`config.mk`:
```
export PLATFORM = sky130hd
export DESIGN_NAME = countdown_timer
export DESIGN_NICKNAME = d
export VERILOG_FILES = /design/src/rtl/counter_pkg.sv /design/src/rtl/countdown_timer_tick_prescaler.sv /design/src/rtl/countdown_timer.sv
export SDC_FILE = /design/constraint.sdc
export NUM_CORES = 1
export LEC_CHECK = 0
export CORE_MARGIN = 5
export CORE_UTILIZATION = 50
export DETAILED_ROUTE_END_ITERATION = 6
export PLACE_DENSITY = 0.79
export SKIP_CTS_REPAIR_TIMING = 1
export SYNTH_ARGS = -nofsm -noshare
export SYNTH_HDL_FRONTEND = slang
export SYNTH_SLANG_ARGS = --single-unit
```
`constraint.sdc`:
```
create_clock -name clk -period 5.42 [get_ports clk]
set_input_delay 0.542 -clock clk [delete_from_list [all_inputs] [get_ports clk]]
set_output_delay 0.542 -clock clk [all_outputs]
set_load 0.01 [all_outputs]
```
`src/rtl/counter_pkg.sv`:
```
// Shared types and defaults for the Lab 1 counter family (countdown_timer and friends).
package counter_pkg;

   typedef enum logic {IDLE, RUN} cd_state_t;

   localparam int CD_WIDTH_DEFAULT      = 8;
   localparam int CD_PRESCALE_W_DEFAULT = 16;

endpackage

```
`src/rtl/countdown_timer_tick_prescaler.sv`:
```
// Programmable prescaler for countdown_timer: emits one tick every tick_div+1 enabled cycles.
module tick_prescaler #(
   parameter int PRESCALE_W = 16
) (
   input  logic                  clk,
   input  logic                  rst,
   input  logic                  clr,
   input  logic                  run,
   input  logic [PRESCALE_W-1:0] tick_div,
   output logic                  tick
);

   logic [PRESCALE_W-1:0] pre;

   // >= rather than == so that lowering tick_div mid-period ticks at once and pre never wraps.
   assign tick = run && (pre >= tick_div);

   always_ff @(posedge clk) begin
      if (rst) begin
         pre <= '0;
      end else if (clr) begin
         pre <= '0;
      end else if (run) begin
         if (tick) begin
            pre <= '0;
         end else begin
            pre <= pre + PRESCALE_W'(1);
         end
      end
   end

endmodule

```
`src/rtl/countdown_timer.sv`:
```
// Loadable down-counter with prescaled decrements and a registered one-cycle done pulse.
// Optional periodic mode: define COUNTDOWN_AUTO_RELOAD_EN to reload v on expiry.
module countdown_timer
   import counter_pkg::*;
#(
   parameter int WIDTH      = CD_WIDTH_DEFAULT,
   parameter int PRESCALE_W = CD_PRESCALE_W_DEFAULT
) (
   input  logic                  clk,
   input  logic                  rst,
   input  logic                  ld,
   input  logic [WIDTH-1:0]      v,
   input  logic                  en,
   input  logic [PRESCALE_W-1:0] tick_div,
   output logic [WIDTH-1:0]      count,
   output logic                  busy,
   output logic                  done,
   output cd_state_t             dbg_state
);

   cd_state_t        state_q, state_d;
   logic [WIDTH-1:0] count_q, count_d;
   logic             done_q, done_d;
   logic             tick;

`ifdef COUNTDOWN_AUTO_RELOAD_EN
   logic [WIDTH-1:0] reload_q;

   always_ff @(posedge clk) begin
      if (rst) begin
         reload_q <= '0;
      end else if (ld) begin
         reload_q <= v;
      end
   end
`endif

   tick_prescaler #(
      .PRESCALE_W (PRESCALE_W)
   ) u_prescaler (
      .clk      (clk),
      .rst      (rst),
      .clr      (ld),
      .run      ((state_q == RUN) && en),
      .tick     (tick),
      .tick_div (tick_div)
   );

   always_ff @(posedge clk) begin
      if (rst) begin
         state_q <= IDLE;
         count_q <= '0;
         done_q  <= 1'b0;
      end else begin
         state_q <= state_d;
         count_q <= count_d;
         done_q  <= done_d;
      end
   end

   // ld wins over a same-cycle tick; tick already implies RUN and en.
   always_comb begin
      state_d = state_q;
      count_d = count_q;
      done_d  = 1'b0;
      if (ld) begin
         count_d = v;
         if (v != '0) begin
            state_d = RUN;
         end else begin
            state_d = IDLE;
            done_d  = 1'b1;
         end
      end else if (tick) begin
         if (count_q > WIDTH'(1)) begin
            count_d = count_q - WIDTH'(1);
         end else begin
            done_d = 1'b1;
`ifdef COUNTDOWN_AUTO_RELOAD_EN
            if (reload_q != '0) begin
               count_d = reload_q;
               state_d = RUN;
            end else begin
               count_d = '0;
               state_d = IDLE;
            end
`else
            count_d = '0;
            state_d = IDLE;
`endif
         end
      end
   end

   assign count     = count_q;
   assign busy      = (state_q == RUN);
   assign done      = done_q;
   assign dbg_state = state_q;

endmodule
```
==> impl_results.md, run 1 <==
* Req. time, crit path at 5.66 ns
* Starting density of the core at 52.68%
* Number of max-cap violations at 0
* Post-layout util at 65.30%
* I/O pin total at 39
* Detailed Route Iter0 Violations at 46
* Die Footprint at approximately 4900 um^2
* Critical Path Sink Type: register
* Shortest clock period the worst path allows after layout at 2.615 ns
* Delay contributed by the slowest stage of the critical path at 0.45 ns
* Critical R2R Capture: count[5]
* Clock latency at the later pin of the worst-skew pair at 0.32 ns
* Startpoint type of the worst setup path: primary input
* Maximum vdd drop at 0.09795 mV
* Total number of H-tree levels at 1
* Reg-to-reg startpoint: u_prescaler.pre[0]
* Transition at the pin with the smallest max-transition slack at 0.5334 ns
* Clock-pin slew on the worst setup and hold paths at 0.14 ns
* Remaining design rule violation count at 0
* Antenna violations before repair at 0
* Number of cells produced by synthesis at ~220
* Average cell area after synthesis at 8.153 um^2
* Clock Sink Count at 26
* CTS Buffer Depth at 2
* Number of nets in the finished design at ~300
* Global-route wire length before repair at around 6600 um
* Number of slew-limit violations in the final report at 0
* Via density per instance at around 5.4
* Signal arrival time at the worst endpoint at 2.86 ns
* Most used cell along the critical path: sky130_fd_sc_hd__a21o_1
* Number of vias in the routed layout at 1607
* Most common cell after layout, fill and taps aside: sky130_fd_sc_hd__clkdlybuf4s50_1
* Weighted congestion at the end of routability-driven global placement at 0.9169
* Top library cells by usage in the layout, fill and taps aside: sky130_fd_sc_hd__clkdlybuf4s50_1, sky130_fd_sc_hd__nor2_1, sky130_fd_sc_hd__dfxtp_1
* Fraction of final layout cells with drive strength greater than 1 at approximately 5.5%
* Ratio of final minimum period to clock period at between 40 and 50%
* Hold path startpoint: u_prescaler.pre[1]
* Post-synthesis sequential area ratio at 29.15%
* Startpoint-to-endpoint class of the critical path: in -> reg
* Die width at 69.76 um
* RSZ-0062 raised after global routing: no
* Setup Skew at 0.003402 ns
* Worst Reg2Reg Path Length in Cells at 8
* Max-Slew Margin vs Limit at 64.33%
* Power density of the placed cells at between 150 and 200 nW/um^2
* Slowest library cell on the worst path: sky130_fd_sc_hd__clkdlybuf4s50_1
* Share of async-settable or async-resettable flops after synthesis at 0%
* Largest driver fanout on the critical path at 17
* Final number of setup-violating endpoints at 0
* Post-detailed-route count of antenna-violating nets at 0
* List of cells traversed by the critical path: clkdlybuf4s50_1, inv_1, ha_1, a21o_1, a21o_1, a2111oi_2, o21a_2, o21ai_4, o221ai_1
* Clk root buf: sky130_fd_sc_hd__clkbuf_4
* Worst reg-to-reg setup slack at approximately 3.1 ns
* Post-Place Setup Slack at 2.436 ns
* Number of global-route vias before repair at 1621
* Core Region at 3390 um^2
* Hold Crit Endpoint: u_prescaler.pre[1]
* Worst Setup Slack, final at roughly 2.8 ns
* Combined area of all synthesized cells at 1785 um^2
* Die height at 69.76 um
* Maximum number of pins on one net before global-route repair at 18
* Top FF cell, synth: sky130_fd_sc_hd__dfxtp_1
* Synth Net Count at ~270
* Global-route total usage across every layer at 15.80%
* TritonCTS clock tree: yes
* First drt pass iteration count at 4
* Status: complete, no violations
* Wire length after detailed routing at 3700 um
* HPWL reported at the end of detailed placement at 2910 um
* Wire length per cell after detailed routing at 12.33 um
* Number of warnings printed during yosys synthesis at 0
* Synth-to-Final Area Change at 23.97%
* Accumulated negative setup slack at 0 ns
* Antenna Diode Count at 0
* Number of buffers added by the clock tree synthesis step at 3
* Class of the tightest hold or removal check: reg -> reg
* Count of buffers inserted at the top-level ports at 38
* Std-Cell Rows at 21
* # fillers at 300
* Number of enable flip-flop cells after synthesis at 0
* Overflow left after global routing at 0
* Worst Hold Depth at 2
* Total count of hold-check failures in the final report at 0
* Leakage at around 0.9 nW
* Total of flip-flops plus latches after synthesis at 26
* Yosys cell types at 50
* FMAX at 382.5 MHz
per-layer routing:
layer  global-route usage, %  vias to the layer above  share of wire, %  wire length, um
li1                        -                      840                 -                -
met1                   20.21                      720                48             1788
met2                   26.48                       40                45             1656
met3                   3.478                        7               5.6              208
met4                   4.681                        0               1.3               47
met5                       0                        -                 0                0
area by class of cell:
cell class | instances | area (um^2) | area share [%]
multi-input combinational | 164 | 1136 | 51.33
sequential | 26 | 520.5 | 23.52
timing repair buffer | 38 | 380.4 | 17.18
inverter | 22 | 82.58 | 3.731
tap | 46 | 57.56 | 2.600
clock buffer | 4 | 36.28 | 1.639
synth_stat cells, types with 5 or more instances:
| library cell | instances | area share [%] |
|---|---|---|
| sky130_fd_sc_hd__xor2_1 | 8 | 3.9 |
| sky130_fd_sc_hd__and3_1 | 6 | 2.1 |
| sky130_fd_sc_hd__xnor2_1 | 7 | 3.4 |
| sky130_fd_sc_hd__inv_1 | 22 | 4.6 |
| sky130_fd_sc_hd__nand2_1 | 18 | 3.8 |
| sky130_fd_sc_hd__nor2_1 | 29 | 6.1 |
| sky130_fd_sc_hd__a21oi_1 | 5 | 1.4 |
| sky130_fd_sc_hd__nor3_1 | 5 | 1.4 |
| sky130_fd_sc_hd__nand3_1 | 6 | 1.7 |
| sky130_fd_sc_hd__dfxtp_1 | 26 | 29 |
| sky130_fd_sc_hd__ha_1 | 19 | 13 |
| sky130_fd_sc_hd__o21ai_0 | 9 | 2.5 |
metrics by stage:
stage / cell area (um^2) / power [mW] / hold slack, ns / instances
after floorplan: 1785 / 0.2477 / 0.4654 / 219
after global placement: 2177 / 0.2857 / 0.4949 / 296
after detailed placement: 2177 / 0.2861 / 0.5056 / 296
after CTS: 2213 / 0.3803 / 0.5235 / 300
after global routing: 2213 / 0.3999 / 0.5642 / 300
final: 2213 / 0.3801 / 0.5258 / 300
cell families after synthesis:
group / after synthesis / synth area share, %
and+or+nand+nor: 83 / 22.78
AOI/OAI and AO/OA: 43 / 17.87
buffers and inverters: 29 / 7.218
DFF: 26 / 29.15
adders and majority gates: 19 / 13.31
xor gates and xnor gates: 15 / 7.358
muxes: 4 / 2.313
report_power, final:
part	total [mW]	internal, mW	switching (mW)
Clock	0.0980	0.0411	0.0569
Sequential	0.202	0.196	0.00641
Combinational	0.0796	0.0428	0.0369
Total	0.380	0.280	0.100
worst max-delay path, delay by kind of cell:
family | cells | cell delay (ns)
adders and majority gates | 1 | 0.31
buffers and inverters | 2 | 0.49
AOI/OAI and AO/OA | 6 | 1.52
flip-flops by register name (all words and copies together), names as in the netlist:
name / flops
count: 8
busy: 1
u_prescaler.pre: 16
done: 1
worst max-delay path by stage:
stage / end / slack, ns / cells past startpoint / startpoint
2_1_floorplan: u_prescaler.pre[9] / 3.13 / 10 / tick_div[13]
3_3_place_gp: count[1] / 2.48 / 9 / tick_div[15]
3_5_place_dp: count[5] / 2.44 / 9 / tick_div[13]
4_1_cts: count[5] / 2.78 / 9 / tick_div[13]
5_1_grt: count[5] / 2.63 / 9 / tick_div[13]
6_report: count[5] / 2.81 / 9 / tick_div[13]
Note: power is estimated with default switching activity, not from simulation.
==> inputs of run 2 (changes only) <==
Settings changed: CORE_UTILIZATION 50 to 46, PLACE_DENSITY 0.79 to 0.77.
Clock period 5.42 ns to 2.4 ns, I/O delays scaled along.
==> run 2 against run 1 <==
Net effect: sequential share of layout area fell by 2.3 points; clock power rose to 2.8 times the previous value; flip-flop and latch count did not move; hold slack got worse by 0.016 ns; cell area rose by 11%; sequential power rose by 130%; global-route usage rose by 0.33 points; clock skew barely moved; core utilization rose by 0.86 points; via count rose by 5.9%; critical endpoint is now count[7].
==> impl_results.md, run 2 (synthesis results as in run 1) <==
* Clock-pin slew on the worst setup and hold paths at 0.08 ns (-0.06 ns)
* Status: complete, no violations
* Top library cells by usage in the layout, fill and taps aside: sky130_fd_sc_hd__clkdlybuf4s50_1, sky130_fd_sc_hd__nor2_1, sky130_fd_sc_hd__dfxtp_1
* Die width at 72.30 um (+3.6%)
* Number of buffers added by the clock tree synthesis step at 3 (unchanged)
* Number of vias in the routed layout at 1702 (+5.9%)
* Global-route total usage across every layer at 16.13% (+0.33 points)
* Core Region at 3716 um^2 (+9.6%)
* Critical Path Sink Type: register
* Die height at 72.30 um (+3.6%)
* Worst Setup Slack, final at 0.01846 ns (-2.787 ns)
* Number of instances in the placed design at 305 (+3.0%)
* Post-detailed-route count of antenna-violating nets at 0 (unchanged)
* Power density of the placed cells at 381.1 nW/um^2 (+120%)
* Count of buffers inserted at the top-level ports at 38 (unchanged)
* Leakage at 1.001 nW (+8.4%)
* HPWL reported at the end of detailed placement at 3146 um (+8.1%)
* Signal arrival time at the worst endpoint at 2.55 ns (-0.31 ns)
* Global-route wire length before repair at 6989 um (+5.2%)
* Max-Slew Margin vs Limit at 70.11% (+5.8 points)
* Antenna violations before repair at 0 (unchanged)
* List of cells traversed by the critical path: clkdlybuf4s50_1, inv_1, ha_4, nand4_4, nor2_4, o2111ai_2, o21a_2, buf_4, or3_4, o41ai_4
* Number of flip-flops under the largest register name at 16 (unchanged)
* Die Footprint at 5227 um^2 (+7.4%)
* Wire length after detailed routing at 4434 um (+20%)
* Total count of hold-check failures in the final report at 0 (unchanged)
* Weighted congestion at the end of routability-driven global placement at 0.8917 (-2.7%)
* Buffers plus inverters on the worst setup path at 3 (+1)
* Accumulated negative setup slack at 0 ns (unchanged)
* Largest driver fanout on the critical path at 4 (-13)
* Delay contributed by the slowest stage of the critical path at 0.48 ns (+0.03 ns)
* Most flop-heavy register: u_prescaler.pre
* Class of the tightest hold or removal check: reg -> reg
* Hold slack final at 0.5094 ns (-0.01642 ns)
* Antenna Diode Count at 0 (unchanged)
* Std-Cell Rows at 22 (+4.8%)
* Number of slew-limit violations in the final report at 0 (unchanged)
* Maximum number of pins on one net before global-route repair at 18 (unchanged)
* Sum of routed wire segments on met1 at 2055 um (+15%)
* Post-Place Setup Slack at -0.2333 ns (-2.669 ns)
* Final number of setup-violating endpoints at 0 (unchanged)
* Via density per instance at 5.420 (+1.2%)
* I/O pin total at 39 (unchanged)
* Startpoint type of the worst setup path: primary input
* Number of standard cells in the layout, taps in and fillers out at 314 (+4.7%)
* Number of max-cap violations at 0 (unchanged)
* Req. time, crit path at 2.57 ns (-3.09 ns)
* Post-route cell area at 2459 um^2 (+11%)
* Number of nets in the finished design at 314 (+4.0%)
* First drt pass iteration count at 4 (unchanged)
* Final Total Pwr at 0.9369 mW (+150%)
* TritonCTS clock tree: yes
* Setup Skew at 0.003565 ns (+0.0001635 ns)
* Slowest library cell on the worst path: sky130_fd_sc_hd__clkdlybuf4s50_1
* Highest metal layer with signal wires: met4
* Wire length per cell after detailed routing at 14.12 um (+14%)
* Synth-to-Final Area Change at 37.70%
* Clock Sink Count at 26 (unchanged)
* Met2 WL post-DR at 2117 um (+28%)
* Ratio of final minimum period to clock period at a little under 100%
* Remaining design rule violation count at 0 (unchanged)
* Overflow left after global routing at 0 (unchanged)
* Transition at the pin with the smallest max-transition slack at 0.4467 ns (-0.08669 ns)
* FMAX at 419.9 MHz
* Maximum vdd drop at 0.2512 mV (+160%)
* Number of global-route vias before repair at 1634 (+0.80%)
* Clock latency at the later pin of the worst-skew pair at 0.26 ns (-0.06 ns)
* Shortest clock period the worst path allows after layout at between 2 and 2.5 ns
* Largest delay contributor family on the critical path: buffers and inverters
* CTS Buffer Depth at 2 (unchanged)
* Total number of H-tree levels at 1 (unchanged)
* Post-layout util at 66.16% (+0.86 points)
* Cell area reported after detailed placement at 2232 um^2 (+2.5%)
* # fillers at 347 (+16%)
* Detailed Route Iter0 Violations at 82 (+78%)
* Fraction of final layout cells with drive strength greater than 1 at 14.29% (+8.8 points)
* Starting density of the core at 48.05% (-4.6 points)
* Most common cell after layout, fill and taps aside: sky130_fd_sc_hd__clkdlybuf4s50_1
* Met3 Wirelength at 190 um (-8.7%)
* Startpoint-to-endpoint class of the critical path: in -> reg
* Clk root buf: sky130_fd_sc_hd__clkbuf_8
run 2: area by class of cell:
class,count,area [um^2],share of cell area (%)
Tap cell,48,60.06,2.443
Sequential cell,26,520.5,21.17
Timing Repair Buffer,50,470.5,19.13
Clock buffer,4,55.05,2.239
Multi-Input combinational cell,164,1270,51.65
Inverter,22,82.58,3.359
run 2: path summary, 6_finish.rpt:
kind	slack [ns]	from	depth (start not counted)	end
min reg2reg	0.51	u_prescaler.pre[1]	2	u_prescaler.pre[1]
min	0.51	u_prescaler.pre[1]	2	u_prescaler.pre[1]
max reg2reg	0.10	u_prescaler.pre[0]	9	count[7]
max	0.02	tick_div[12]	10	count[7]
run 2: routing by layer:
metal / vias to the layer above / global-route usage [%]
met4: 0 / 4.593
met2: 44 / 26.69
met5: - / 0
met1: 788 / 21.49
met3: 6 / 2.770
li1: 864 / -
run 2: report_power, final:
part	internal [mW]	total, mW	switching, mW	leakage (nW)
clock network	0.146	0.270	0.124	0.0288
logic	0.112	0.209	0.0975	0.761
registers	0.442	0.457	0.0155	0.212
total	0.700	0.937	0.237	1.00
run 2: tightest hold or removal path, cell delays in order (launching register included):
cell	delay, ns
sky130_fd_sc_hd__dfxtp_1	0.35
sky130_fd_sc_hd__nand2_1	0.07
sky130_fd_sc_hd__a21oi_1	0.06
==> inputs of run 3 (changes only) <==
Settings changed: SLEW_MARGIN from default to 20.
==> results of run 3 <==
Final layout, timing and power as in run 2 (identical DEF).
